<file path="config.mk">
export PLATFORM = sky130hd
export DESIGN_NAME = scct_irq_sequencer
export DESIGN_NICKNAME = d
export VERILOG_FILES = /design/src/rtl/scct_irq_sequencer.sv
export SDC_FILE = /design/constraint.sdc
export NUM_CORES = 1
export LEC_CHECK = 0
export ABC_AREA = 1
export CORE_UTILIZATION = 45
export DETAILED_ROUTE_END_ITERATION = 12
export PLACE_DENSITY = 0.73
export SLEW_MARGIN = 5
export SYNTH_ARGS = -nofsm -noshare
export SYNTH_HDL_FRONTEND = slang
export SYNTH_SLANG_ARGS = --single-unit
</file>
<file path="constraint.sdc">
create_clock -name clk -period 2.25 [get_ports clk]
set_input_delay 0.45 -clock clk [delete_from_list [all_inputs] [get_ports clk]]
set_output_delay 0.45 -clock clk [all_outputs]
set_load 0.02 [all_outputs]
</file>
<file path="src/rtl/scct_irq_sequencer.sv">
// Bus master in front of one scct timer: services its interrupt (read CH_IS, W1C ack,
// log {timestamp,status} into an event FIFO) and arbitrates a host slave port onto the same bus.
`ifndef SCCT_N_CHANNELS
`define SCCT_N_CHANNELS 4
`endif
`ifndef SCCT_PSC
`define SCCT_PSC 5'h00
`endif
`ifndef SCCT_CH_MS
`define SCCT_CH_MS 5'h01
`endif
`ifndef SCCT_CH_IS
`define SCCT_CH_IS 5'h04
`endif

module scct_irq_sequencer #(
   parameter int unsigned N_CH       = `SCCT_N_CHANNELS,
   parameter int unsigned TS_W       = 16,
   parameter int unsigned FIFO_DEPTH = 8,
   parameter int unsigned RD_LATENCY = 1,
   parameter logic [4:0]  ADDR_IS    = `SCCT_CH_IS
) (
   input  logic                 clk,
   input  logic                 rst,
   input  logic [4:0]           h_address,
   input  logic                 h_read,
   input  logic                 h_write,
   input  logic [31:0]          h_writedata,
   output logic [31:0]          h_readdata,
   output logic                 h_waitrequest,
   output logic [4:0]           m_address,
   output logic                 m_read,
   output logic                 m_write,
   output logic [31:0]          m_writedata,
   input  logic [31:0]          m_readdata,
   input  logic                 irq,
   output logic                 evt_valid,
   input  logic                 evt_ready,
   output logic [TS_W+N_CH-1:0] evt_data,
   output logic                 evt_overrun
);

   localparam int unsigned PW = $clog2(FIFO_DEPTH);
   localparam int unsigned LW = $clog2(RD_LATENCY + 1);
   localparam int unsigned EW = TS_W + N_CH;
   localparam logic [LW-1:0] LAT_LAST = LW'(RD_LATENCY - 1);
   localparam logic [LW-1:0] LAT_DONE = LW'(RD_LATENCY);

   typedef enum logic [3:0] {
      IDLE, S_RD, S_WAIT, S_CHK, S_ACK, S_GAP, H_WR, H_RD, H_RWAIT
   } state_t;

   state_t            r_state, w_next;
   logic [TS_W-1:0]   r_ts, r_ts_cap;
   logic [N_CH-1:0]   r_status, w_stat;
   logic              r_held;
   logic [LW-1:0]     r_lat;
   logic              r_rr_host;
   logic              r_overrun;
   logic [EW-1:0]     r_mem [FIFO_DEPTH];
   logic [PW-1:0]     r_wp, r_rp;
   logic [PW:0]       r_cnt;
   logic              w_full, w_push, w_pop, w_hreq;
   logic              w_grant_host, w_grant_srv;

   assign w_hreq   = h_read | h_write;
   assign w_full   = (r_cnt == (PW+1)'(FIFO_DEPTH));
   assign w_push   = (r_state == S_ACK);
   assign w_pop    = (r_cnt != '0) && evt_ready;
   // readdata is only valid on the first S_CHK cycle; a full-FIFO stall keeps the captured copy
   assign w_stat   = r_held ? r_status : m_readdata[N_CH-1:0];

   assign evt_valid   = (r_cnt != '0);
   assign evt_data    = r_mem[r_rp];
   assign evt_overrun = r_overrun;

   always_comb begin
      w_next        = r_state;
      m_address     = '0;
      m_read        = 1'b0;
      m_write       = 1'b0;
      m_writedata   = '0;
      h_waitrequest = 1'b1;
      h_readdata    = '0;
      w_grant_host  = 1'b0;
      w_grant_srv   = 1'b0;
      case (r_state)
         IDLE: begin
            if (w_hreq && (!irq || r_rr_host)) begin
               w_grant_host = 1'b1;
               w_next       = h_write ? H_WR : H_RD;
            end else if (irq) begin
               w_grant_srv = 1'b1;
               w_next      = S_RD;
            end
         end
         S_RD: begin
            m_read    = 1'b1;
            m_address = ADDR_IS;
            w_next    = (RD_LATENCY == 1) ? S_CHK : S_WAIT;
         end
         S_WAIT: if (r_lat == LAT_LAST) w_next = S_CHK;
         S_CHK: begin
            if (w_stat == '0)  w_next = IDLE;
            else if (!w_full)  w_next = S_ACK;
         end
         S_ACK: begin
            m_write                 = 1'b1;
            m_address               = ADDR_IS;
            m_writedata[N_CH-1:0]   = r_status;
            w_next                  = S_GAP;
         end
         S_GAP: w_next = IDLE;
         H_WR: begin
            m_write       = 1'b1;
            m_address     = h_address;
            m_writedata   = h_writedata;
            h_waitrequest = 1'b0;
            w_next        = IDLE;
         end
         H_RD: begin
            m_read    = 1'b1;
            m_address = h_address;
            w_next    = H_RWAIT;
         end
         H_RWAIT: begin
            if (r_lat == LAT_DONE) begin
               h_waitrequest = 1'b0;
               h_readdata    = m_readdata;
               w_next        = IDLE;
            end
         end
         default: w_next = IDLE;
      endcase
   end

   always_ff @(posedge clk) begin
      if (rst) begin
         r_state   <= IDLE;
         r_ts      <= '0;
         r_ts_cap  <= '0;
         r_status  <= '0;
         r_held    <= 1'b0;
         r_lat     <= '0;
         r_rr_host <= 1'b1;
         r_overrun <= 1'b0;
         r_wp      <= '0;
         r_rp      <= '0;
         r_cnt     <= '0;
      end else begin
         r_state <= w_next;
         r_ts    <= r_ts + 1'b1;
         if (w_grant_host) r_rr_host <= 1'b0;
         if (w_grant_srv)  r_rr_host <= 1'b1;
         if (r_state == S_RD || r_state == H_RD)          r_lat <= LW'(1);
         else if (r_state == S_WAIT || r_state == H_RWAIT) r_lat <= r_lat + LW'(1);
         if (r_state == S_RD) r_ts_cap <= r_ts;
         if (r_state == S_CHK) begin
            r_status <= w_stat;
            if (w_stat != '0 && w_full) begin
               r_held    <= 1'b1;
               r_overrun <= 1'b1;
            end
         end else begin
            r_held <= 1'b0;
         end
         if (w_push) r_wp <= r_wp + 1'b1;
         if (w_pop)  r_rp <= r_rp + 1'b1;
         r_cnt <= r_cnt + {{PW{1'b0}}, w_push} - {{PW{1'b0}}, w_pop};
      end
   end

   always_ff @(posedge clk) begin
      if (w_push) r_mem[r_wp] <= {r_ts_cap, r_status};
   end

endmodule

</file>
### After elaboration in Yosys (flattened, before gate mapping)

Memory sizes are Yosys's and may differ from the RTL's. A register that Yosys moved wholly into a read port is not among the register bits.
Cells that the tools add are included.

| storage, ports and cells | value |
|---|---|
| memories kept | 1 |
| input bits | 75 |
| bits in latches | 0 |
| register bits after elaboration | 54 |
| ROM bits | 0 |
| RAM bits | 160 |

| cells by class | value |
|---|---|
| reductions and logical operators | 20 |
| equality and inequality tests | 12 |
| shift-type cells | 0 |
| $mul | 0 |
| bitwise logic cells | 2 |
| div/mod/pow operators | 0 |
| multiplexer cells | 29 |
| $lt $le $gt $ge | 0 |
| add/subtract/negate cells | 6 |

Memories:

| name | words | width | read ports | clocked after memory_dff | wr ports | RTL line | source |
|---|---|---|---|---|---|---|---|
| r_mem | 8 | 20 | 1 | 1 | 1 | 60 | `logic [EW-1:0] r_mem [FIFO_DEPTH];` |

Operator list:

| operator | count |
|---|---|
| $mux 32 | 2 |
| $mux 28 | 1 |
| $mux 4 | 7 |
| $pmux 4 s7 | 1 |
| $add 16x1->16 const B | 1 |
| $mux 1 | 13 |
| $eq 4x3->1 const B | 3 |
| $reduce_or 2->1 | 6 |
| $pmux 5 s2 | 1 |
| $eq 4x2->1 const B | 2 |
| $eq 4x4->1 const B | 2 |
| $logic_not 4->1 | 2 |
| $pmux 4 s2 | 1 |
| $reduce_bool 4->1 | 2 |
| $add 3x1->3 const B | 2 |
| $mux 3 | 2 |
| $ne 3x3->1 const B | 2 |
| $add 4x1->4 | 1 |
| $eq 4x1->1 const B | 1 |
| $ne 2x2->1 const B | 2 |
| $reduce_and 4->1 | 1 |
| $sub 4x1->4 | 1 |
| $logic_and 1x1->1 | 3 |
| $logic_or 1x1->1 | 3 |
| 7 further kinds | 7 |

### Longest topological paths before layout

| logic depth | value |
|---|---|
| depth in word-level cells | 6 |
| gate-level depth with buffers | 14 |

### Worst setup path before layout

Ideal clock, no wire load.

| timing path | value |
|---|---|
| kind | reg-to-reg |
| start | register r_state[2] |
| end | memory r_mem[1][0] (netlist bit), enable pin |
| library setup time | 397 ps |
| slack | 33 ps |
| data arrival time | 1820 ps |
| required time | 1853 ps |
| period minus slack after synthesis | 2217 ps |
| cell stages (with the launch flop) | 8 |
| cell sequence | dfxtp_1 inv_2 nor2_4 nand2_2 buf_6 nor2_1 inv_1 nor2_1 |

| on the way | value |
|---|---|
| cells in the longest elaborated chain, start to end | 3 |

RTL lines:

| element | RTL line | source |
|---|---|---|
| start: declaration | 53 | `state_t r_state, w_next;` |
| start signal: assignment | 151 | `r_state <= w_next;` |
| $eq 4x3->1 | 68 | `assign w_push = (r_state == S_ACK);` |
| $mux 1 | 174 | `if (w_push) r_mem[r_wp] <= {r_ts_cap, r_status};` |
| $mux 1 (not written as such) | 174 |  |
| end: declaration | 60 |  |

Every way passes these cells.

==> summary.md <==
| Metric | Value |
|---|---|
| Clock latency at the later pin of the worst-skew pair | `500 ps` |
| Adder-Cell Fraction of Synth Area | `0.0128` |
| Filler cells | `1568` |
| Crit-path slowest cell | `dfxtp_4` |
| # rows | `52` |
| Post-synthesis mux area share | `0.0428` |
| Max Fanout on Critical Path | `6` |
| CTS tree | `built` |
| Most common cell in the netlist | `nor2_1` |
| PD cells | `1070 nW/um^2` |
| Slew Limit Fails | `0` |
| Critical path startpoint category | `flip-flop` |
| Synth Area in Compound Gates | `0.0866` |
| Cell taking the most area after synthesis | `edfxtp_1` |
| DRT Pass-1 Iters | `5` |
| Synth Net Count | `1001` |
| Die width | `146 um` |
| Final min period | `2310 ps` |
| Clock Sinks | `217` |
| Tot Pwr | `13.6 mW` |
| Final WS setup | `-62.3 ps` |
| Placed Cells | `1352` |
| Non-filler cells in the finished layout | `1419` |
| Antenna-violating nets left | `0` |
| Final wirelength | `24500 um` |
| Outcome | `finished with violations` |
| Final core utilization | `0.628` |
| R2r worst-path depth | `16` |
| Clock share of power | `0.267` |
| Largest net degree at the start of global routing | `37` |
| Post-synth top area share | `0.514` |
| Ys Warns | `0` |
| Buf+Inv Stages, Crit Path | `3` |
| Worst EP arrival | `1860 ps` |
| Post-synth top flop | `edfxtp_1` |
| Critical-path cell list | `buf_12, buf_16, o21ai_0, o22ai_1, nand2_1, nand2_2, buf_6` |
| Hold EP | `r_ts[15]` |
| Total track usage | `0.227` |
| Dpl ws | `-34.4 ps` |
| Initial DRC Count | `601` |
| Seq/Total Area, Yosys | `0.636` |
| Min-Delay Path Class | `flip-flop to flip-flop` |
| Largest family of logic cells by synthesized area | `simple AND/OR/NAND/NOR gates` |
| Vias in the first global route | `7285` |
| H-tree depth | `1` |
| Worst vdd ir | `0.000709 V` |
| Comb power frac | `0.340` |
| Psw | `4.49 mW` |
| Leakage | `5.07 nW` |
| Area contributors post-synth | `edfxtp_1 51%, dfxtp_1 12%, nor2_1 6.6%, nand2_1 6.2%, mux2i_1 4.3%` |
| Die H | `146 um` |
| Global-route wire length before repair | `37900 um` |
| WP data required | `1800 ps` |
| Post-synth EDFFs | `160` |
| Worst-path clk slew | `60 ps` |
| I/O Buffers | `168` |
| WHS Path Cells | `2` |
| Violated checks | `setup timing` |
| Synth Area in Simple Gates | `0.164` |
| Clock tree buffer depth | `3` |
| Worst r2r dst | `r_cnt[3]` |
| Power Internal | `9.14 mW` |
| Net count, final | `1218` |
| Cells after Synth | `917` |
| Core area | `20300 um^2` |
| Critical path's top delay family | `buffers and inverters` |
| Hold_sp | `r_ts[15]` |
| Total CTS buffers | `21` |
| Clock Tree Root | `clkbuf_16` |
| Max Freq | `0.432 GHz` |
| Drt wl/cell | `17.3 um` |
| Sw frac | `0.329` |
| Vias | `7368` |
| Initial Utilization | `0.461` |
| WS Path Type | `flip-flop to primary output` |
| P&R area growth vs syn | `36.3%` |
| Hpwl dp | `14800 um` |
| Final hold vios | `0` |
| Worst r2r src | `r_state[2]` |
| Worst slew margin | `0.732` |
| Synthesized-area fraction occupied by xor and xnor cells | `0.00281` |
| Hold slack | `459 ps` |
| Initial antenna violation count | `0` |
| Non-Filler Cell Area, Final | `12700 um^2` |
| Slew @ Worst Pin | `402 ps` |
| Gr ovfl total | `0` |
| FF+latch count, synth | `217` |
| Async S/R FF share, synth | `0` |
| Die Footprint | `21400 um^2` |
| Final setup fails | `13` |
| Synth top cells by count | `165 x nor2_1, 160 x edfxtp_1, 155 x nand2_1` |
| Final worst clock skew | `15.0 ps` |
| DR DRC count | `0` |
| Synth unique cells | `31` |
| # diodes | `0` |
| Final worst path period share | `1.03` |
| Hold_buf cts | `0` |
| Flop pwr share | `0.393` |
| Post-Synthesis Cell Area | `9350 um^2` |
| Max cap viols | `0` |
| R2r setup slk | `180 ps` |
| Ports | `169` |
| Setup crit end kind | `primary output` |
| Max incr delay on CP | `380 ps` |
| RSZ-0062 raised after global routing | `yes` |
| Drt via density | `5.19` |
| Final setup TNS | `-394 ps` |
| Dpl cell area | `11700 um^2` |
| Ratio of cells with drive above 1 in the final layout | `0.227` |
| Mean Syn Cell Area | `10.2 um^2` |
| GP Congestion | `0.860` |
==> layout by cell type (no fill, tap or decap), types with 3 or more instances in the layout <==
| cell type | n |
|---|---|
| clkinv_2 | 4 |
| a21oi_1 | 35 |
| inv_2 | 5 |
| clkbuf_16 | 26 |
| buf_6 | 28 |
| buf_2 | 40 |
| nand2_1 | 144 |
| nor3_1 | 8 |
| clkbuf_2 | 21 |
| dfxtp_4 | 4 |
| o21ai_0 | 60 |
| clkdlybuf4s15_1 | 3 |
| nor2_2 | 23 |
| edfxtp_1 | 160 |
| nand2_4 | 3 |
| buf_12 | 19 |
| dlygate4sd2_1 | 6 |
| dfxtp_1 | 51 |
| buf_8 | 3 |
| nand3_1 | 19 |
| ha_1 | 8 |
| mux2i_1 | 33 |
| o21ai_1 | 12 |
| nor2_4 | 9 |
| nor2_1 | 141 |
| buf_4 | 35 |
| nand2_2 | 13 |
| inv_1 | 78 |
| o22ai_1 | 38 |
| clkinvlp_4 | 3 |
| clkdlybuf4s50_1 | 75 |
| mux2i_2 | 6 |
| buf_16 | 5 |
| nand4_1 | 4 |
==> power by group through the flow <==
stage | Combinational, mW | Clock, mW | Sequential, mW
CTS | 4.22 | 3.66 | 5.32
global placement | 3.83 | 0 | 5.36
global route | 5.06 | 3.83 | 5.40
floorplan | 2.35 | 0 | 5.25
finish | 4.63 | 3.64 | 5.36
detailed placement | 3.89 | 0 | 5.39
==> routing by layer <==
metal  up-vias  routed length (um)  GRT usage
li1       3552                   -          -
met4         0                 431     0.0578
met5         -                   0          0
met1      3493                9680      0.276
met2       290               12900      0.421
met3        33                1530     0.0316
==> worst max path at each step <==
stage,startpoint,end,slack [ps],depth (start not counted)
final,flip-flop,evt_data[13],-60,7
after global routing,flip-flop,evt_data[4],-140,8
after CTS,flip-flop,evt_data[17],-100,9
after detailed placement,m_readdata[23],h_readdata[23],-30,4
after global placement,m_readdata[27],h_readdata[27],-40,5
after floorplan,r_state[2],r_mem[1][0],30,7
==> repair_timing <==
action | 4_1_cts | 5_1_grt
setup endpoints to repair | 91 | 82
hold endpoints to repair | 0 | 0
gates cloned | 7 | 2
setup buffers | 11 | 11
pin swaps | 4 | 22
gates resized for setup | 305 | 145
==> worst min-delay path, stage by stage, from the launching register on <==
cell and delay, ps:
dfxtp_1 310, nand2_1 60, a21oi_1 50
==> layout make-up <==
type / instances / area [um^2] / share of cell area
clock buffer: 28 / 647 / 0.0507
clock inverter: 10 / 86.3 / 0.00677
inverter: 85 / 325 / 0.0255
multi-input combinational: 572 / 3070 / 0.241
sequential: 217 / 5960 / 0.468
tap: 270 / 338 / 0.0265
timing repair buffer: 237 / 2320 / 0.182
==> logic make-up (layout without fill, tap and decap cells) <==
family	after synthesis	in the layout
simple gates	369	370
fa+ha+maj	9	9
xor+xnor	3	3
mux	40	40
flops	217	217
compound gates	150	150
buf+inv	129	360
==> sequential cells by signal, summed over array words and instances, names as in the netlist, named ones only <==
signal,flops
evt_overrun,1
r_state,4
r_ts,16
r_cnt,4
r_held,1
r_mem,160
r_status,4
r_rp,3
r_wp,3
r_lat,1
r_rr_host,1
r_ts_cap,16
(Power assumes the default switching activity.)
